==> src/rtl/binary_maxpool.sv <==
// ---------------------------------------------------------------------------
// binary_maxpool
//
// Walks a list of square binary matrices stored in a conv-output SRAM and
// writes their 2x2 OR-pooled versions, packed back to back, into a
// pooled-output SRAM. Each input matrix is a header word (N in bits[4:0])
// followed by N row words; each output matrix is a header word (M = N/2)
// followed by M pooled rows. A header with N outside 2..16 ends the list,
// and a single 0x0000 word is written after the last pooled matrix.
//
// Ports
//   clk                      single clock, rising edge
//   reset_b                  asynchronous active-low reset
//   pool_run                 start request, only looked at while idle
//   pool_busy                high while a job is running
//   pool_sram_read_address   conv-output SRAM address (data returns 1 cycle later)
//   sram_pool_read_data      conv-output SRAM read data
//   pool_sram_write_address  pooled-output SRAM address
//   pool_sram_write_data     pooled-output SRAM write data
//   pool_sram_write_enable   one-cycle strobe per written word
// ---------------------------------------------------------------------------
module binary_maxpool #(
    parameter int ADDR_W = 12,
    parameter int DATA_W = 16
) (
    input  logic              clk,
    input  logic              reset_b,
    input  logic              pool_run,
    output logic              pool_busy,
    output logic [ADDR_W-1:0] pool_sram_read_address,
    input  logic [DATA_W-1:0] sram_pool_read_data,
    output logic [ADDR_W-1:0] pool_sram_write_address,
    output logic [DATA_W-1:0] pool_sram_write_data,
    output logic              pool_sram_write_enable
);

    localparam logic [2:0] IDLE  = 3'd0;
    localparam logic [2:0] HDR   = 3'd1;
    localparam logic [2:0] ROW_A = 3'd2;
    localparam logic [2:0] ROW_B = 3'd3;
    localparam logic [2:0] WRITE = 3'd4;
    localparam logic [2:0] TERM  = 3'd5;

    // A row can never be wider than the SRAM word.
    localparam int N_MAX = (DATA_W < 16) ? DATA_W : 16;

    logic [2:0]        state;
    logic [4:0]        hdr_n;
    logic              hdr_valid;
    logic [3:0]        m_size;
    logic [3:0]        pair_idx;
    logic              last_pair;
    logic [ADDR_W-1:0] next_hdr;
    logic [ADDR_W-1:0] wr_ptr;
    logic              b_valid;
    logic              pend;
    logic [DATA_W-1:0] row_a;
    logic [DATA_W-1:0] row_or;
    logic [DATA_W-1:0] pooled;

    assign hdr_n     = sram_pool_read_data[4:0];
    assign hdr_valid = (hdr_n >= 5'd2) && (int'(hdr_n) <= N_MAX);
    assign last_pair = (pair_idx == (m_size - 4'd1));

    // Horizontal half of the 2x2 OR: the vertical half is already folded
    // into row_or. Columns at or beyond 2M (including the dropped last
    // column of an odd N and everything above N) never reach the output.
    always_comb begin
        pooled = '0;
        for (int j = 0; j < DATA_W / 2; j++) begin
            if (j < int'(m_size)) begin
                pooled[j] = row_or[2*j] | row_or[2*j+1];
            end
        end
    end

    // Row datapath. The even row arrives while in ROW_B, the odd row one
    // cycle later (b_valid); their vertical OR is held for one cycle so the
    // write lands two cycles after the odd row's data.
    always_ff @(posedge clk) begin
        if (state == ROW_B) begin
            row_a <= sram_pool_read_data;
        end
        if (b_valid) begin
            row_or <= row_a | sram_pool_read_data;
        end
    end

    // Control FSM plus registered SRAM ports. Read addresses are issued
    // every cycle through a matrix; the loop runs ROW_A/ROW_B directly while
    // pairs remain so a pooled row comes out every two cycles, and WRITE
    // is only used to drain the final row before the next header is taken
    // (otherwise the last row's strobe would collide with the next header's).
    always_ff @(posedge clk or negedge reset_b) begin
        if (!reset_b) begin
            state                   <= IDLE;
            pool_busy               <= 1'b0;
            pool_sram_write_enable  <= 1'b0;
            pool_sram_read_address  <= '0;
            pool_sram_write_address <= '0;
            pool_sram_write_data    <= '0;
            wr_ptr                  <= '0;
            next_hdr                <= '0;
            m_size                  <= '0;
            pair_idx                <= '0;
            b_valid                 <= 1'b0;
            pend                    <= 1'b0;
        end else begin
            b_valid                <= (state == ROW_B);
            pend                   <= b_valid;
            pool_sram_write_enable <= 1'b0;

            if (pend) begin
                pool_sram_write_enable  <= 1'b1;
                pool_sram_write_address <= wr_ptr;
                pool_sram_write_data    <= pooled;
                wr_ptr                  <= wr_ptr + ADDR_W'(1);
            end

            case (state)
                IDLE: begin
                    // The read address already sits at 0 here, so the first
                    // header is valid on the very first HDR cycle.
                    if (pool_run) begin
                        state     <= HDR;
                        pool_busy <= 1'b1;
                        wr_ptr    <= '0;
                    end
                end
                HDR: begin
                    if (hdr_valid) begin
                        state                   <= ROW_A;
                        pool_sram_write_enable  <= 1'b1;
                        pool_sram_write_address <= wr_ptr;
                        pool_sram_write_data    <= DATA_W'(hdr_n[4:1]);
                        wr_ptr                  <= wr_ptr + ADDR_W'(1);
                        m_size                  <= hdr_n[4:1];
                        pair_idx                <= '0;
                        pool_sram_read_address  <= pool_sram_read_address + ADDR_W'(1);
                        next_hdr                <= pool_sram_read_address + ADDR_W'(hdr_n) + ADDR_W'(1);
                    end else begin
                        state                   <= TERM;
                        pool_busy               <= 1'b0;
                        pool_sram_write_enable  <= 1'b1;
                        pool_sram_write_address <= wr_ptr;
                        pool_sram_write_data    <= '0;
                    end
                end
                ROW_A: begin
                    state                  <= ROW_B;
                    pool_sram_read_address <= pool_sram_read_address + ADDR_W'(1);
                end
                ROW_B: begin
                    pair_idx <= pair_idx + 4'd1;
                    if (last_pair) begin
                        // Jump over a dropped odd row straight to the next header.
                        state                  <= WRITE;
                        pool_sram_read_address <= next_hdr;
                    end else begin
                        state                  <= ROW_A;
                        pool_sram_read_address <= pool_sram_read_address + ADDR_W'(1);
                    end
                end
                WRITE: begin
                    if (pend) begin
                        state <= HDR;
                    end
                end
                TERM: begin
                    state                  <= IDLE;
                    pool_sram_read_address <= '0;
                end
                default: begin
                    state <= IDLE;
                end
            endcase
        end
    end

endmodule
==> config.mk <==
export PLATFORM = sky130hd
export DESIGN_NAME = binary_maxpool
export DESIGN_NICKNAME = d
export VERILOG_FILES = /design/src/rtl/binary_maxpool.sv
export SDC_FILE = /design/constraint.sdc
export NUM_CORES = 1
export LEC_CHECK = 0
export CORE_UTILIZATION = 25
export CTS_CLUSTER_DIAMETER = 100
export DETAILED_ROUTE_END_ITERATION = 16
export GPL_ROUTABILITY_DRIVEN = 0
export SETUP_SLACK_MARGIN = 0.2
export SLEW_MARGIN = 20
export SYNTH_ARGS = -nofsm -noshare
export SYNTH_HDL_FRONTEND = slang
export SYNTH_SLANG_ARGS = --single-unit
==> constraint.sdc <==
create_clock -name clk -period 4.8 [get_ports clk]
set_input_delay 0.72 -clock clk [delete_from_list [all_inputs] [get_ports clk]]
set_output_delay 0.72 -clock clk [all_outputs]
set_load 0.02 [all_outputs]
==> key figures, run 1 <==
Logic synthesis
  – EDFF count, synth: 32
  – Average size of a mapped cell: 10.7 sq um
  – Synth Flop Type: dfrtp_1
  – Sequential area share after synthesis: 0.557
  – Mapped Area: 4910 sq um
  – Cell with the most instances after synthesis: dfrtp_1
  – Post-synth top cells: 71 x dfrtp_1, 41 x nand2_1, 37 x o21ai_0
  – Top cells by area, synth: dfrtp_1 36%, edfxtp_1 20%, o21ai_0 3.8%, nand2_1 3.1%, ha_1 3.1%
  – Register bit total from synthesis: 103
  – Top-area cell type share of the netlist area: 0.362
  – Post-Synthesis Cells: 457
  – Fraction of registers with async set/reset: 0.689
  – Ys Warns: 0
  – Netlist cell types: 60
  – Post-synth top area cell: dfrtp_1

Detailed routing
  – # DRC: 0
  – Wirelength per Cell: 14.2 um
  – Iteration-0 DRC Markers: 262
  – DRT antenna net count: 0
  – Vias post-DR: 3549
  – Total Wirelength: 10900 um
  – Post-DR vias/cell: 4.62
  – 1st-pass router iterations: 4

GRT
  – Met3 GRT Util: 0.0256
  – GRT met1 Usage: 0.151
  – Vias in the first global route: 3442
  – GR Layer Usage met2: 0.185
  – Global routing's busiest layer: met2
  – Total GRT Usage: 0.115
  – Global route overflow: 0
  – Initial antenna violation count: 0
  – First-pass GRT wire length: 18000 um
  – Largest net degree at the start of global routing: 50

Final layout
  – Register area: 2740 sq um
  – Share of cells above drive strength 1: 0.104
  – Multi-input logic area: 1980 sq um
  – Fill count: 1925
  – Layout Nets: 535
  – Non-Filler Instances: 768
  – Synth-to-layout area growth: 21.2%
  – Diode count: 0

Die
  – CORE AREA: 19000 sq um
  – I/O pin total: 61
  – Die height: 142 um
  – Die W: 142 um
  – Die Area: 20200 sq um
  – # rows: 50
  – Starting Density: 0.259

Clocking
  – Resized cells post-CTS: 0
  – Setup Fix Bufs, Post-CTS: 0
  – Clk sinks: 103
  – Clk_lat worst skew: 360 ps
  – Clock Path Buffers: 2
  – CTS Buf Count: 9
  – CTS tree: yes
  – CTS Root Cell: clkbuf_16
  – Clock slew at reported path FFs: 70 ps
  – Cts hold-fix bufs: 0
  – H-Tree Depth: 3

Placement
  – DP Worst Slack: 1370 ps
  – IO buf count: 52
  – Post-DP HPWL: 7880 um
  – Cells after DPL: 752

Power and ir drop
  – Net Sw Frac: 0.405
  – Power density over the cells: 591 nW/um^2
  – Combinational share of power: 0.379
  – Flop pwr share: 0.415
  – Internal Power: 0.00210 W
  – Peak VDD IR: 0.220 mV
  – Switch Pwr: 0.00142 W
  – Pleak: 2.35 nW
  – Clock power frac: 0.205

STA
  – Final setup viols: 0
  – Final worst path period need: 3100 ps
  – Crit share post-route: 0.646
  – Worst-Margin Slew: 932 ps
  – Clock Skew: 12.4 ps
  – Final hold vios: 0
  – Sum Neg Setup Slack: 0 ps
  – Max Slew Vio Count: 0
  – Relative slew slack: 0.377
  – PnR worst setup slack: 1700 ps
  – F_max: 323 MHz
  – RSZ-0062 raised after global routing: no

Worst setup path
  – Startpoint types: input port
  – Nature of the critical path endpoint: flip-flop
  – Crit Path Max Fanout: 13
  – CP cell instances: clkdlybuf4s50_1, nor3_1, mux2_2, a21oi_1, o21ai_0, o2bb2ai_1
  – Slowest cell on crit path: a21oi_1
  – WP data required: 5030 ps
  – Slowest stage delay, CP: 710 ps
  – Worst R2R Path Depth: 7
  – Worst R2R Setup Slack: 2360 ps
  – Critical path class: input port to flip-flop
  – Arr. time, crit path: 3330 ps

Job
  – Max-cap viol count: 0

Run status
  – Outcome: complete, no violations

Hold path
  – Worst Hold Class: input port to async pin
==> placed cells by master (no fill, tap or decap), types with 8 or more instances in the layout <==
cell type and count:
dfrtp_1 71, nor2_1 28, conb_1 8, mux2_2 12, nand2_1 41, o21ai_0 37
a21oi_1 22, clkbuf_16 9, or2_2 16, inv_1 23, xor2_1 8, nand3_1 15
clkdlybuf4s50_1 51, xnor2_1 8, ha_1 12, edfxtp_1 32, nor3_1 13
==> metal layers <==
metal  part of all wire  up-vias  wire, um
met2               0.47      101      5160
li1                   -     1733         -
met5                  0        -         0
met3              0.052        8       566
met4              0.013        0       141
met1               0.46     1707      5020
==> stage by stage <==
step	area, sq um	hold slack (ps)	total power [W]	util
3_5_place_dp	5660	468	0.00283	0.299
2_1_floorplan	4940	424	0.00233	-
3_3_place_gp	5660	465	0.00278	0.299
6_report	5950	357	0.00352	0.314
4_1_cts	5950	364	0.00356	0.314
5_1_grt	5950	406	0.00376	0.314
==> state kept, by name, indices dropped and copies added (netlist names) <==
| signal | flops |
|---|---|
| pool_sram_write_enable | 1 |
| pool_sram_read_address | 12 |
| pair_idx | 4 |
| m_size | 4 |
| pend | 1 |
| row_or | 16 |
| b_valid | 1 |
| pool_sram_write_data | 8 |
| wr_ptr | 12 |
| pool_busy | 1 |
| row_a | 16 |
| state | 3 |
| pool_sram_write_address | 12 |
| next_hdr | 12 |
==> power by group through the flow <==
stage	clock network [W]	registers (W)	logic, W
floorplan	0	0.00147	0.000860
global placement	0	0.00147	0.00131
detailed placement	0	0.00148	0.00135
CTS	0.000746	0.00146	0.00135
global route	0.000773	0.00151	0.00148
finish	0.000722	0.00146	0.00134
==> layout make-up <==
cell class | count | area share
Inverter | 23 | 0.0145
Clock buffer | 10 | 0.0385
Clock inverter | 6 | 0.0105
Sequential cell | 103 | 0.460
Timing Repair Buffer | 55 | 0.0904
Tap cell | 260 | 0.0546
Multi-Input combinational cell | 311 | 0.332
==> cells by family after synthesis <==
kind of cell | Yosys count | share of synthesized area
fa+ha+maj | 13 | 0.0346
compound gates | 120 | 0.163
flops | 103 | 0.557
xor+xnor | 16 | 0.0285
mux | 13 | 0.0296
simple gates | 141 | 0.140
other cells | 1 | 0.000764
buf+inv | 50 | 0.0461
==> path summary, 6_finish.rpt <==
kind / from / endpoint
min reg2reg: pool_sram_write_address[9]$_DFFE_PN0P_ / pool_sram_write_address[9]$_DFFE_PN0P_
max in group asynchronous: reset_b / m_size[1]$_DFFE_PN0P_
max: sram_pool_read_data[1] / pool_sram_read_address[11]$_DFFE_PN0P_
min in group clk: pool_sram_write_address[9]$_DFFE_PN0P_ / pool_sram_write_address[9]$_DFFE_PN0P_
min: reset_b / pool_sram_read_address[8]$_DFFE_PN0P_
max reg2reg: m_size[0]$_DFFE_PN0P_ / pool_sram_read_address[4]$_DFFE_PN0P_
==> worst max-delay path, delay by kind of cell <==
family | cells | cell delay (ps)
AO/OA/AOI/OAI | 3 | 1160
multiplexers | 1 | 470
buffers and inverters | 1 | 510
AND/OR/NAND/NOR | 1 | 460
Note: power is estimated with default switching activity, not from simulation.
==> run 2: changes to the inputs <==
==> constraint.sdc (replaced) <==
create_clock -name clk -period 2.7 [get_ports clk]
set_input_delay 0.405 -clock clk [delete_from_list [all_inputs] [get_ports clk]]
set_output_delay 0.405 -clock clk [all_outputs]
set_load 0.02 [all_outputs]
==> run 2 against run 1 <==
  * Register-to-register slack worse by 1900 ps
  * First-iteration DRC count up 8.8%
  * Flip-flop and latch count unchanged
  * Setup slack worse by 1300 ps
  * Cell count up 1.6%
  * Cell area up 1.7%
  * Power up 81%
  * Via count up 3.2%
  * Worst hold slack worse by 280 ps
  * Global-route usage up 0.57 points
  * Wire length up 3.2%
  * Critical path type unchanged
  * Largest cell class unchanged
  * Largest power group unchanged
  * Highest routed layer unchanged
==> key figures, run 2 (synthesis results as in run 1) <==
Run status
  – Outcome: complete, no violations

STA
  – Crit share post-route: 0.855
  – Final worst path period need: 2310 ps
  – Final hold vios: 0
  – Relative slew slack: 0.322
  – RSZ-0062 raised after global routing: no
  – F_max: 433 MHz
  – PnR worst setup slack: 391 ps
  – Max Slew Vio Count: 0
  – Final setup viols: 0
  – Clock Skew: 13.5 ps
  – Worst-Margin Slew: 1010 ps
  – Sum Neg Setup Slack: 0 ps

GRT
  – Met3 GRT Util: 0.0252
  – Largest net degree at the start of global routing: 45
  – Global routing's busiest layer: met2
  – GR Layer Usage met2: 0.195
  – Global route overflow: 0
  – Total GRT Usage: 0.121
  – First-pass GRT wire length: 19200 um
  – Vias in the first global route: 3689
  – GRT met1 Usage: 0.156
  – Initial antenna violation count: 0

Placement
  – DP Worst Slack: 36.9 ps
  – IO buf count: 52
  – Placed inst area: 5760 sq um
  – Post-DP HPWL: 8080 um

Job
  – Max-cap viol count: 0

Detailed routing
  – Post-DR vias/cell: 4.69
  – Total Wirelength: 11200 um
  – Wirelength per Cell: 14.4 um
  – 1st-pass router iterations: 4
  – DRT antenna net count: 0
  – # DRC: 0
  – Iteration-0 DRC Markers: 285
  – Vias post-DR: 3661

Power and ir drop
  – Net Sw Frac: 0.402
  – Overall power: 0.00636 W
  – Combinational share of power: 0.391
  – Peak VDD IR: 0.397 mV
  – Internal Power: 0.00381 W
  – Clock power frac: 0.200
  – Power density over the cells: 1050 nW/um^2
  – Pleak: 2.41 nW
  – Switch Pwr: 0.00256 W
  – Flop pwr share: 0.408

Clocking
  – Clk_lat worst skew: 360 ps
  – Clock Path Buffers: 2
  – H-Tree Depth: 3
  – CTS Root Cell: clkbuf_16
  – Resized cells post-CTS: 0
  – Clk sinks: 103
  – CTS tree: yes
  – Cts hold-fix bufs: 0
  – Setup Fix Bufs, Post-CTS: 0
  – CTS Buf Count: 9
  – Clock slew at reported path FFs: 70 ps

Final layout
  – Share of cells above drive strength 1: 0.123
  – Synth-to-layout area growth: 23.3%
  – Fill count: 1902
  – Diode count: 0
  – Design Area, Final: 6050 sq um
  – Register area: 2740 sq um
  – Layout Nets: 547
  – Most frequent cells in the layout: 71 x dfrtp_1, 51 x clkdlybuf4s50_1, 41 x nand2_1
  – Commonest non-fill, non-tap cell in the layout: dfrtp_1
  – Biggest regs: row_a (16), row_or (16)
  – Multi-input logic area: 1970 sq um

Worst setup path
  – WP data required: 2990 ps
  – Arr. time, crit path: 2600 ps
  – Worst R2R Setup Slack: 470 ps
  – RR Startpoint: m_size[0]$_DFFE_PN0P_
  – CP cell instances: clkdlybuf4s50_1, nor3_1, buf_4, mux2_2, o21ai_2, buf_4, and3_1, o221a_2
  – CP most frequent cell: buf_4
  – Slowest cell on crit path: clkdlybuf4s50_1
  – Slowest stage delay, CP: 510 ps
  – Crit Path Max Fanout: 8
  – Nature of the critical path endpoint: flip-flop
  – Critical path buffer and inverter count: 3
  – RR Endpoint: pool_sram_read_address[10]$_DFFE_PN0P_
  – Startpoint types: input port
  – Critical path class: input port to flip-flop
  – Worst R2R Path Depth: 8
  – CP top delay family: buffers and inverters

Hold path
  – Worst Hold Class: input port to async pin

Die
  – CORE AREA: 19000 sq um
  – Die height: 142 um
  – # rows: 50
  – Starting Density: 0.259
  – Die W: 142 um
  – Die Area: 20200 sq um
  – I/O pin total: 61
-- run 2: cell types whose count changed in the layout (fill, tap and decap cells not counted) --
cell      previous run  this run
buf_4                3        14
inv_6                3         1
clkinv_2             0         1
nor2_2               1         0
inv_8                1         2
buf_12               0         1
nor2_1              28        29
-- run 2: final cells by class --
class                   instances  share of cell area
inverters                      23              0.0143
repair buffers                 67               0.106
well taps                     260              0.0537
multi-input cells             311               0.326
clock inverters                 6              0.0101
clock buffers                  10              0.0378
flip-flops and latches        103               0.452
-- run 2: routing by layer --
layer / vias up / share of wire
met5: - / 0
met1: 1790 / 0.46
li1: 1765 / -
met3: 15 / 0.038
met2: 91 / 0.48
met4: 0 / 0.020
-- run 2: worst max-delay path by stage --
stage	from	end	slack, ps	cells after the start
2_1_floorplan	sram_pool_read_data[1]	pool_sram_read_address[10]$_DFFE_PN0P_	680	6
3_3_place_gp	sram_pool_read_data[0]	next_hdr[8]$_DFFE_PN0P_	120	9
3_5_place_dp	sram_pool_read_data[1]	wr_ptr[7]$_DFF_PN0_	40	8
4_1_cts	sram_pool_read_data[1]	wr_ptr[7]$_DFF_PN0_	390	8
5_1_grt	sram_pool_read_data[1]	wr_ptr[7]$_DFF_PN0_	230	8
6_report	sram_pool_read_data[1]	wr_ptr[10]$_DFF_PN0_	390	8
-- run 2: power groups by stage --
| stage | clock [W] | combinational [W] | sequential (W) |
|---|---|---|---|
| after floorplan | 0 | 0.00153 | 0.00262 |
| after global placement | 0 | 0.00244 | 0.00261 |
| after detailed placement | 0 | 0.00249 | 0.00263 |
| after CTS | 0.00131 | 0.00251 | 0.00260 |
| after global routing | 0.00137 | 0.00277 | 0.00268 |
| final | 0.00127 | 0.00249 | 0.00260 |
-- run 2: stage by stage --
| step | utilization | instances | hold slack, ps |
|---|---|---|---|
| after floorplan | - | 464 | 109 |
| after global placement | 0.304 | 764 | 457 |
| after CTS | 0.319 | 780 | 89.0 |
| final | 0.319 | 780 | 78.3 |
| after global routing | 0.319 | 780 | 134 |
| after detailed placement | 0.304 | 764 | 461 |
==> run 3: changes to the inputs <==
--- a/config.mk
+++ b/config.mk
@@ -5,6 +5,7 @@
 export SDC_FILE = /design/constraint.sdc
 export NUM_CORES = 1
 export LEC_CHECK = 0
+export ABC_AREA = 1
 export CORE_UTILIZATION = 25
 export CTS_CLUSTER_DIAMETER = 100
 export DETAILED_ROUTE_END_ITERATION = 16
==> run 3 against run 2 <==
  * Cell count up 20%
  * Clock skew shrank 4.2 ps
  * Area after synthesis increased by 7.4%
  * Fmax rose by 5.4%
  * Power up 18%
  * Sequential share of layout area down 2.5 points
  * Via count rose by 13%
  * Die area grew 7.3%
  * Clock power is 6% higher
  * Combinational power up 38%
  * Critical path depth is 4 higher
  * Critical path type unchanged
  * Highest routed layer unchanged
==> key figures, run 3 <==
Clocking
  – Clock slew at reported path FFs: 80 ps
  – CTS Root Cell: clkbuf_16
  – Setup Fix Bufs, Post-CTS: 0
  – Clk sinks: 103
  – CTS tree: yes
  – Resized cells post-CTS: 0
  – H-Tree Depth: 3
  – Cts hold-fix bufs: 0
  – Clk_lat worst skew: 370 ps
  – CTS Buf Count: 9
  – Clock Path Buffers: 2

STA
  – Clock Skew: 9.28 ps
  – Relative slew slack: 0.515
  – Final worst path period need: 2190 ps
  – Sum Neg Setup Slack: 0 ps
  – Max Slew Vio Count: 0
  – Crit share post-route: 0.811
  – Worst-Margin Slew: 728 ps
  – RSZ-0062 raised after global routing: no
  – F_max: 457 MHz
  – Final hold vios: 0
  – Final setup viols: 0

Power and ir drop
  – Net Sw Frac: 0.440
  – Internal Power: 0.00419 W
  – Peak VDD IR: 0.313 mV
  – Clock power frac: 0.179
  – Flop pwr share: 0.362
  – Switch Pwr: 0.00330 W
  – Pleak: 2.77 nW
  – Combinational share of power: 0.460
  – Overall power: 0.00749 W
  – Power density over the cells: 1170 nW/um^2

Final layout
  – Most frequent cells in the layout: 137 x nand2_1, 80 x nor2_1, 71 x dfrtp_1
  – Commonest non-fill, non-tap cell in the layout: nand2_1
  – Layout Nets: 694
  – Biggest regs: row_a (16), row_or (16)
  – Diode count: 0
  – Synth-to-layout area growth: 21.3%
  – Fill count: 2169
  – Share of cells above drive strength 1: 0.0945

Logic synthesis
  – Netlist cell types: 42
  – Post-synth top cells: 137 x nand2_1, 80 x nor2_1, 71 x dfrtp_1
  – Top cells by area, synth: dfrtp_1 34%, edfxtp_1 18%, nand2_1 9.7%, nor2_1 5.7%, nand3_1 5.0%
  – Mapped Area: 5280 sq um
  – Top-area cell type share of the netlist area: 0.337
  – Register bit total from synthesis: 103
  – Cell with the most instances after synthesis: nand2_1
  – EDFF count, synth: 32
  – Average size of a mapped cell: 8.69 sq um
  – Post-Synthesis Cells: 607
  – Post-synth top area cell: dfrtp_1
  – Synth Flop Type: dfrtp_1
  – Fraction of registers with async set/reset: 0.689
  – Sequential area share after synthesis: 0.519
  – Ys Warns: 0

Die
  – I/O pin total: 61
  – Starting Density: 0.258
  – CORE AREA: 20400 sq um
  – # rows: 52
  – Die W: 147 um
  – Die Area: 21700 sq um
  – Die height: 147 um

GRT
  – Global route overflow: 0
  – Vias in the first global route: 3881
  – Largest net degree at the start of global routing: 72
  – Total GRT Usage: 0.122
  – Initial antenna violation count: 0
  – First-pass GRT wire length: 20700 um

Detailed routing
  – # DRC: 0
  – Wirelength per Cell: 13.2 um
  – 1st-pass router iterations: 5
  – DRT antenna net count: 0
  – Iteration-0 DRC Markers: 314
  – Post-DR vias/cell: 4.42
  – Total Wirelength: 12300 um
  – Vias post-DR: 4140

Job
  – Max-cap viol count: 0

Worst setup path
  – Crit Path Max Fanout: 4
  – WP data required: 2960 ps
  – Nature of the critical path endpoint: flip-flop
  – Arr. time, crit path: 2450 ps
  – Critical path class: input port to flip-flop
  – Startpoint types: input port

Placement
  – IO buf count: 52
  – Post-DP HPWL: 8650 um

Run status
  – Outcome: complete, no violations

Hold path
  – Worst Hold Class: input port to async pin
run 3: worst max-delay path, stage by stage:
cell             delay (ps)
clkdlybuf4s50_1         520
inv_1                    70
ha_1                    220
fa_1                    410
inv_1                    70
nand3_1                  60
nand2_1                  90
nand2_1                  90
a21oi_1                 260
nand3_1                 110
nand3_1                  90
nand2_1                  50
run 3: worst paths after layout:
kind / start / depth (start not counted) / slack (ps) / end
max reg2reg: pool_sram_read_address[0]$_DFFE_PN0P_ / 11 / 550 / next_hdr[10]$_DFFE_PN0P_
min in group clk: next_hdr[5]$_DFFE_PN0P_ / 2 / 490 / next_hdr[5]$_DFFE_PN0P_
min: reset_b / 2 / 70 / pool_sram_write_data[7]$_DFFE_PN0P_
min reg2reg: next_hdr[5]$_DFFE_PN0P_ / 2 / 490 / next_hdr[5]$_DFFE_PN0P_
max in group asynchronous: reset_b / 2 / 2330 / pool_sram_read_address[8]$_DFFE_PN0P_
max: sram_pool_read_data[0] / 12 / 510 / next_hdr[10]$_DFFE_PN0P_
run 3: layout make-up:
type / instances / area [sq um] / area share
well taps: 270 / 338 / 0.0528
flip-flops and latches: 103 / 2740 / 0.428
clock buffers: 9 / 225 / 0.0352
clock inverters: 7 / 83.8 / 0.0131
multi-input cells: 430 / 2190 / 0.343
repair buffers: 59 / 593 / 0.0927
inverters: 59 / 229 / 0.0358
run 3: logic make-up (layout without fill, tap and decap cells):
logic type	after synthesis	after routing	synth area share
AO/OA/AOI/OAI	62	62	0.0659
XOR/XNOR	15	15	0.0249
adder cells (fa/ha/maj)	13	13	0.0322
buffers and inverters	81	134	0.0702
flip-flops	103	103	0.519
multiplexers	2	2	0.00427
other	1	8	0.000711
AND/OR/NAND/NOR	330	330	0.283
run 3: stage by stage:
stage                     cell area (sq um)  cells  hold WS, ps  worst slack, ps  utilization
after floorplan                        5300    614          109              663            -
after global placement                 6090    921          467              152        0.298
after detailed placement               6090    921          473              136        0.298
after CTS                              6400    937         81.0              533        0.313
after global routing                   6400    937          107              281        0.313
final                                  6400    937         73.5              510        0.313
run 3: metal layers:
layer / wire [um] / track usage / up-vias
li1: - / - / 2087
met1: 5800 / 0.165 / 1965
met2: 5840 / 0.193 / 79
met3: 505 / 0.0242 / 9
met4: 184 / 0.0459 / 0
met5: 0 / 0 / -
run 3: power by group through the flow:
| stage | combinational [W] | clock [W] | sequential, W |
|---|---|---|---|
| global placement | 0.00342 | 0 | 0.00274 |
| CTS | 0.00348 | 0.00139 | 0.00272 |
| global route | 0.00386 | 0.00145 | 0.00280 |
| finish | 0.00344 | 0.00134 | 0.00271 |
| floorplan | 0.00215 | 0 | 0.00287 |
| detailed placement | 0.00348 | 0 | 0.00275 |
